===== src/rtl/mtl_timing_gen.sv =====
// LCD raster timing generator: x/y counters, sync/DE decode, pixel-source alignment.
// Latency: lcd_* and sof lag the counters by PIX_LAT+1 pixel strobes.
// Backpressure: none; all state advances only on en (pixel strobe) and holds otherwise.
module mtl_timing_gen #(
    parameter int H_ACT   = 800,
    parameter int H_FP    = 210,
    parameter int H_SYNC  = 30,
    parameter int H_BP    = 16,
    parameter int V_ACT   = 480,
    parameter int V_FP    = 22,
    parameter int V_SYNC  = 13,
    parameter int V_BP    = 10,
    parameter int PIX_LAT = 1
) (
    input  logic        clk,
    input  logic        reset,
    input  logic        en,
    output logic [10:0] x_cnt,
    output logic [9:0]  y_cnt,
    input  logic [7:0]  red,
    input  logic [7:0]  green,
    input  logic [7:0]  blue,
    output logic [7:0]  lcd_r,
    output logic [7:0]  lcd_g,
    output logic [7:0]  lcd_b,
    output logic        lcd_hsync_n,
    output logic        lcd_vsync_n,
    output logic        lcd_de,
    output logic        sof
);

    typedef struct packed {
        logic de;
        logic hs_n;
        logic vs_n;
        logic sof;
    } tmg_t;

    localparam tmg_t TMG_IDLE = '{de: 1'b0, hs_n: 1'b1, vs_n: 1'b1, sof: 1'b0};

    localparam int H_TOTAL = H_ACT + H_FP + H_SYNC + H_BP;
    localparam int V_TOTAL = V_ACT + V_FP + V_SYNC + V_BP;

    localparam logic [10:0] X_LAST   = 11'(H_TOTAL - 1);
    localparam logic [10:0] X_ACT    = 11'(H_ACT);
    localparam logic [10:0] X_HS_BEG = 11'(H_ACT + H_FP);
    localparam logic [10:0] X_HS_END = 11'(H_ACT + H_FP + H_SYNC);
    localparam logic [9:0]  Y_LAST   = 10'(V_TOTAL - 1);
    localparam logic [9:0]  Y_ACT    = 10'(V_ACT);
    localparam logic [9:0]  Y_VS_BEG = 10'(V_ACT + V_FP);
    localparam logic [9:0]  Y_VS_END = 10'(V_ACT + V_FP + V_SYNC);

    tmg_t tmg_raw;
    tmg_t tmg_tail;

    always_ff @(posedge clk) begin
        if (reset) begin
            x_cnt <= '0;
            y_cnt <= '0;
        end else if (en) begin
            if (x_cnt == X_LAST) begin
                x_cnt <= '0;
                y_cnt <= (y_cnt == Y_LAST) ? '0 : y_cnt + 10'd1;
            end else begin
                x_cnt <= x_cnt + 11'd1;
            end
        end
    end

    // Vsync is decoded from y alone so it covers the full sync lines.
    always_comb begin
        tmg_raw      = TMG_IDLE;
        tmg_raw.de   = (x_cnt < X_ACT) && (y_cnt < Y_ACT);
        tmg_raw.hs_n = !((x_cnt >= X_HS_BEG) && (x_cnt < X_HS_END));
        tmg_raw.vs_n = !((y_cnt >= Y_VS_BEG) && (y_cnt < Y_VS_END));
        tmg_raw.sof  = (x_cnt == 11'd0) && (y_cnt == 10'd0);
    end

    // Delay matches the pixel source so colour and timing land in the same output stage.
    generate
        if (PIX_LAT == 0) begin : g_no_dly
            assign tmg_tail = tmg_raw;
        end else begin : g_dly
            tmg_t dly [PIX_LAT];

            always_ff @(posedge clk) begin
                if (reset) begin
                    for (int i = 0; i < PIX_LAT; i++) begin
                        dly[i] <= TMG_IDLE;
                    end
                end else if (en) begin
                    dly[0] <= tmg_raw;
                    for (int i = 1; i < PIX_LAT; i++) begin
                        dly[i] <= dly[i-1];
                    end
                end
            end

            assign tmg_tail = dly[PIX_LAT-1];
        end
    endgenerate

    always_ff @(posedge clk) begin
        if (reset) begin
            lcd_de      <= 1'b0;
            lcd_hsync_n <= 1'b1;
            lcd_vsync_n <= 1'b1;
            sof         <= 1'b0;
            lcd_r       <= '0;
            lcd_g       <= '0;
            lcd_b       <= '0;
        end else if (en) begin
            lcd_de      <= tmg_tail.de;
            lcd_hsync_n <= tmg_tail.hs_n;
            lcd_vsync_n <= tmg_tail.vs_n;
            sof         <= tmg_tail.sof;
            lcd_r       <= tmg_tail.de ? red   : 8'd0;
            lcd_g       <= tmg_tail.de ? green : 8'd0;
            lcd_b       <= tmg_tail.de ? blue  : 8'd0;
        end
    end

endmodule


===== config.mk =====
export PLATFORM = sky130hd
export DESIGN_NAME = mtl_timing_gen
export DESIGN_NICKNAME = d
export VERILOG_FILES = /design/src/rtl/mtl_timing_gen.sv
export SDC_FILE = /design/constraint.sdc
export NUM_CORES = 1
export LEC_CHECK = 0
export BUFFER_PORTS_ARGS = -buffer_cell sky130_fd_sc_hd__buf_2
export CORE_MARGIN = 10
export CORE_UTILIZATION = 49
export DETAILED_ROUTE_END_ITERATION = 7
export PLACE_DENSITY = 0.78
export SLEW_MARGIN = 10
export SYNTH_ARGS = -nofsm -noshare
export SYNTH_HDL_FRONTEND = slang
export SYNTH_SLANG_ARGS = --single-unit

===== constraint.sdc =====
create_clock -name clk -period 2.4 [get_ports clk]
set_clock_uncertainty 0.15 [all_clocks]
set_input_delay 0.36 -clock clk [delete_from_list [all_inputs] [get_ports clk]]
set_output_delay 0.36 -clock clk [all_outputs]
set_load 0.01 [all_outputs]

Yosys cells after proc, flatten, opt, wreduce, memory -nomap -nowiden:

Memory sizes are Yosys's and may differ from the RTL's.
Index checks and enable logic that the tools add are counted.

* register bits: 49
* latch bits: 0
* bits in writable memories: 4
* bits in read-only memories: 0
* input port bits: 27
* logic and storage cells: 42
* memories kept: 1

Memory list
* g_dly.dly: depth 1, width 4, rd ports 1, clocked after memory_dff 0, write ports 1, line 84 `tmg_t dly [PIX_LAT];`

* add/subtract/negate cells: 2
* multipliers: 0
* divide/modulo/power cells: 0
* magnitude comparators: 6
* equal/unequal tests: 2
* shift operators: 0
* multiplexer cells: 12
* bitwise operators: 0
* reductions and logical operators: 10

Operator list (number)
* 2-to-1 mux 8 bit: 3
* adder 11 x 1 -> 11 bit, second input constant: 1
* equality test 11 bit, second input constant: 1
* greater-or-equal comparator 11 x 10 -> 1 bit, second input constant: 1
* logical NOT 11 bit: 1
* less-than comparator 11 x 10 -> 1 bit, second input constant: 1
* less-than comparator 11 bit, second input constant: 1
* 2-to-1 mux 11 bit: 1
* adder 10 x 1 -> 10 bit, second input constant: 1
* equality test 10 bit, second input constant: 1
* greater-or-equal comparator 10 x 9 -> 1 bit, second input constant: 1
* logical NOT 10 bit: 1
* less-than comparator 10 bit, second input constant: 1
* less-than comparator 10 x 9 -> 1 bit, second input constant: 1
* 2-to-1 mux 10 bit: 1
* 2-to-1 mux 1 bit: 6
* logical AND 1 bit: 4
* 2-to-1 mux 4 bit: 1
* OR reduction 4 bit: 1
* logical NOT 1 bit: 2
* AND reduction 2 bit: 1

Depth between registers and ports, before layout:

* word-level depth: 5
* gate-level depth with buffers: 7
* depth with buffers taken out: 6

Worst setup path after synthesis:

OpenSTA, ideal clock, no wires.

* path type: reg-to-reg
* start: register x_cnt[1]
* end: register y_cnt[6]
* library setup time: 0.086 ns
* arrival time: 1.779 ns
* required time: 2.164 ns
* slack: 0.385 ns
* cell stages (with the launch flop): 6
* buffers on the path: 0
* period minus slack after synthesis: 2.015 ns
* cell sequence: dfxtp_1 > ha_1 > and3_1 > nand4_4 > or4_4 > a221oi_2

* word-level cells in the longest chain between the ends: 2

Ends and longest elaborated chain
* start, declared: line 18 `output logic [10:0] x_cnt,`
* start signal, assigned: line 65 `x_cnt <= x_cnt + 11'd1;`
* equality test 11 bit: line 61 `if (x_cnt == X_LAST) begin`
* AND reduction 2 bit (no source line)
* end signal, assigned: line 63 `y_cnt <= (y_cnt == Y_LAST) ? '0 : y_cnt + 10'd1;`
* end, declared: line 19 `output logic [9:0] y_cnt,`

Every way passes these cells.
A chain may end at the register's enable or synchronous reset.

Final worst setup path:

Ends and elaborated chain as after synthesis.

==> metrics.yaml <==
placed_design:
  gp_congestion: 0.877
  dpl-instance-area_sq_mm: 0.00262
  dp_cells: 342
  portBuffers: 75
  dpl.hpwl_microns: 4200
yosys:
  yosys.area_share.simple: 0.208
  async_flop_share: 0
  synth_compound_area_frac: 0.187
  syn_inst: 225
  synth-xor-area-share: 0.0358
  ys_seq_area_frac: 0.500
  synthMuxAreaShare: 0.00454
  synthAdderAreaFrac: 0.0227
  ys_ff_latch: 53
  synthDistinctLibCells: 41
  syn_area_sq_mm: 0.00220
  avgSynthCellArea_sq_um: 9.79
  synth_nets: 256
  synth_top_family_by_area: "simple AND/OR/NAND/NOR gates"
  synth_ff_type: "dfxtp_1"
  synth_edf_count: 4
  ys_warn_count: 0
flow_run:
  cap_violations: 0
grt:
  grt_pass1_wl_microns: 8650
  antenna_found_initial: 0
  grt-ovfl-total: 0
  grt_usage: 0.139
  grt_pass1_vias: 1832
  grt_max_degree: 28
status:
  status: "finished, final reports clean"
floorplan:
  start_util: 0.506
  die_w_microns: 87.1
  coreArea_sq_mm: 0.00435
  fp-row-count: 24
  die_y_microns: 87.1
  io_pins: 76
  fp.dieArea_sq_mm: 0.00758
sta:
  min_period_over_period: 0.887
  report.final.slew_viol_count: 0
  max_slew_margin: 0.707
  grt_setup_unrepaired: "false"
  setup_viol: 0
  final.min_clock_period_ns: 2.13
  fmax_ghz: 0.470
  tightest_slew_ns: 0.436
  setup_tns_ns: 0
  hold_viol: 0
hold_path:
  min_path_cells: 2
  hold_path_class: "input pin to flip-flop"
  holdPathEnd: "lcd_g[2]$_SDFFE_PP0P_"
  min_from: "green[2]"
routing:
  ant_nets: 0
  wl_per_cell_microns: 15.6
  dr.pass1.iters: 4
  via_count: 1933
  wl_microns: 5480
  via_per_inst: 5.52
  drt_iter0_drc: 133
  drcViolationCount: 0
clocking:
  worstSkewPairLatency_ns: 0.30
  cts_buffer_depth: 2
  cts_tree: "done"
  hold_buffers: 0
  post_cts.repair.setup_buffers: 0
  clock-sinks: 53
  ctsHtreeMaxLevel: 2
  clk_transition_reported_paths_ns: 0.10
  post_cts_resized: 0
  cts_made_buffers: 5
  cts_root_buf: "clkbuf_8"
final_layout:
  final_cell_mix: "buf_2, dfxtp_1, a22o_1, nand3_1, nand2_1"
  design_area_sq_mm: 0.00272
  area_growth_pct: 23.5
  layout_commonest_cell: "buf_2"
  drive_gt1_frac: 0.309
  fin_cells: 350
  n_fill_cell: 381
  fin_util: 0.625
  antennaDiodeCount: 0
  final_nets: 328
pwr:
  peakVddDrop_uv: 459
  powerDensity_mw_per_mm2: 586
  leakage_nw: 1.19
  p_total_mw: 1.59
worst_setup_path:
  crit_fanout: 8
  rr_startpoint: "x_cnt[1]$_SDFFE_PP0P_"
  critPathLaunchType: "flip-flop"
  cp.arrival_ns: 2.20
  crit_slowest_cell: "or4_4"
  worstSetupEndpointType: "flip-flop"
  worstPathRequired_ns: 2.47
  worstRegToRegCells: 5
  crit_type: "flip-flop to flip-flop"
  crit_chain: "ha_1, and3_1, nand4_4, or4_4, a221oi_2"
  critPathMaxStageDelay_ns: 0.54
  r2r_end: "y_cnt[6]$_SDFFE_PP0P_"
  reg2reg_slack_ns: 0.27
flip-flops by register name (all words and copies together) (netlist names):
register,count
lcd_hsync_n,1
lcd_b,8
sof,1
x_cnt,11
lcd_g,8
lcd_r,8
y_cnt,10
g_dly.dly,4
lcd_de,1
lcd_vsync_n,1
worst max path at each step:
stage                     slack, ns  depth (start not counted)                     to                  start
after global placement         0.37                          5  y_cnt[6]$_SDFFE_PP0P_  x_cnt[1]$_SDFFE_PP0P_
final                          0.27                          5  y_cnt[6]$_SDFFE_PP0P_  x_cnt[1]$_SDFFE_PP0P_
after detailed placement       0.31                          5  y_cnt[6]$_SDFFE_PP0P_  x_cnt[1]$_SDFFE_PP0P_
after CTS                      0.25                          5  y_cnt[6]$_SDFFE_PP0P_  x_cnt[1]$_SDFFE_PP0P_
after global routing           0.11                          5  y_cnt[6]$_SDFFE_PP0P_  x_cnt[1]$_SDFFE_PP0P_
after floorplan                0.38                          5  y_cnt[6]$_SDFFE_PP0P_  x_cnt[1]$_SDFFE_PP0P_
metal layers:
metal / wire, microns / vias to the layer above / track usage
met5: 0 / - / 0
met4: 49 / 0 / 0.0486
met3: 292 / 4 / 0.0393
met2: 2800 / 49 / 0.227
met1: 2340 / 907 / 0.170
li1: - / 973 / -
area by class of cell:
cell class / count / area, sq um / area share
flip-flops and latches: 53 / 1100 / 0.405
clock buffers: 7 / 97.6 / 0.0359
inverters: 11 / 41.3 / 0.0152
clock inverters: 1 / 8.76 / 0.00322
multi-input cells: 148 / 1010 / 0.371
well taps: 52 / 65.1 / 0.0239
repair buffers: 78 / 398 / 0.146
worst max-delay path: cells and delay by family, from the launching register on:
family	cells	cell delay, ns
adder cells (fa/ha/maj)	1	0.22
AO/OA/AOI/OAI	1	0.26
flip-flops	1	0.40
AND/OR/NAND/NOR	3	1.02
cells in the mapped netlist, types with 2 or more instances:
cell type	n	area (sq um)
a211o_1	2	17.5
a21oi_1	10	50.1
a22o_1	24	210
a311oi_1	3	26.3
and3_1	3	18.8
buf_2	2	10.0
clkbuf_1	10	37.5
dfxtp_1	49	981
edfxtp_1	4	120
ha_1	4	50.1
inv_1	11	41.3
nand2_1	14	52.6
nand3_1	14	70.1
nor2_1	12	45.0
nor2b_1	4	25.0
nor3_1	13	65.1
nor3b_1	2	15.0
nor4_1	4	25.0
o21ai_0	3	15.0
o32ai_1	4	35.0
or3_1	6	37.5
xnor2_1	5	43.8
xor2_1	4	35.0
metrics by stage:
step                setup WS (ns)  hold slack, ns
CTS                         0.254          0.0979
global placement            0.370           0.282
global route                0.113          0.0972
floorplan                   0.385           0.283
finish                      0.270           0.104
detailed placement          0.309           0.288
cells by family (layout without fill, tap and decap cells):
group	count (synthesis)	count (layout)
flops	53	53
simple gates	82	82
xor+xnor	9	9
mux	1	1
compound gates	52	52
fa+ha+maj	4	4
buf+inv	24	97
power by group:
part           internal (mW)  total [mW]  switching (mW)
Clock                  0.272       0.557           0.286
Sequential             0.914       0.927          0.0124
Combinational         0.0508       0.110          0.0593
Power figures use the tool's default switching activity.
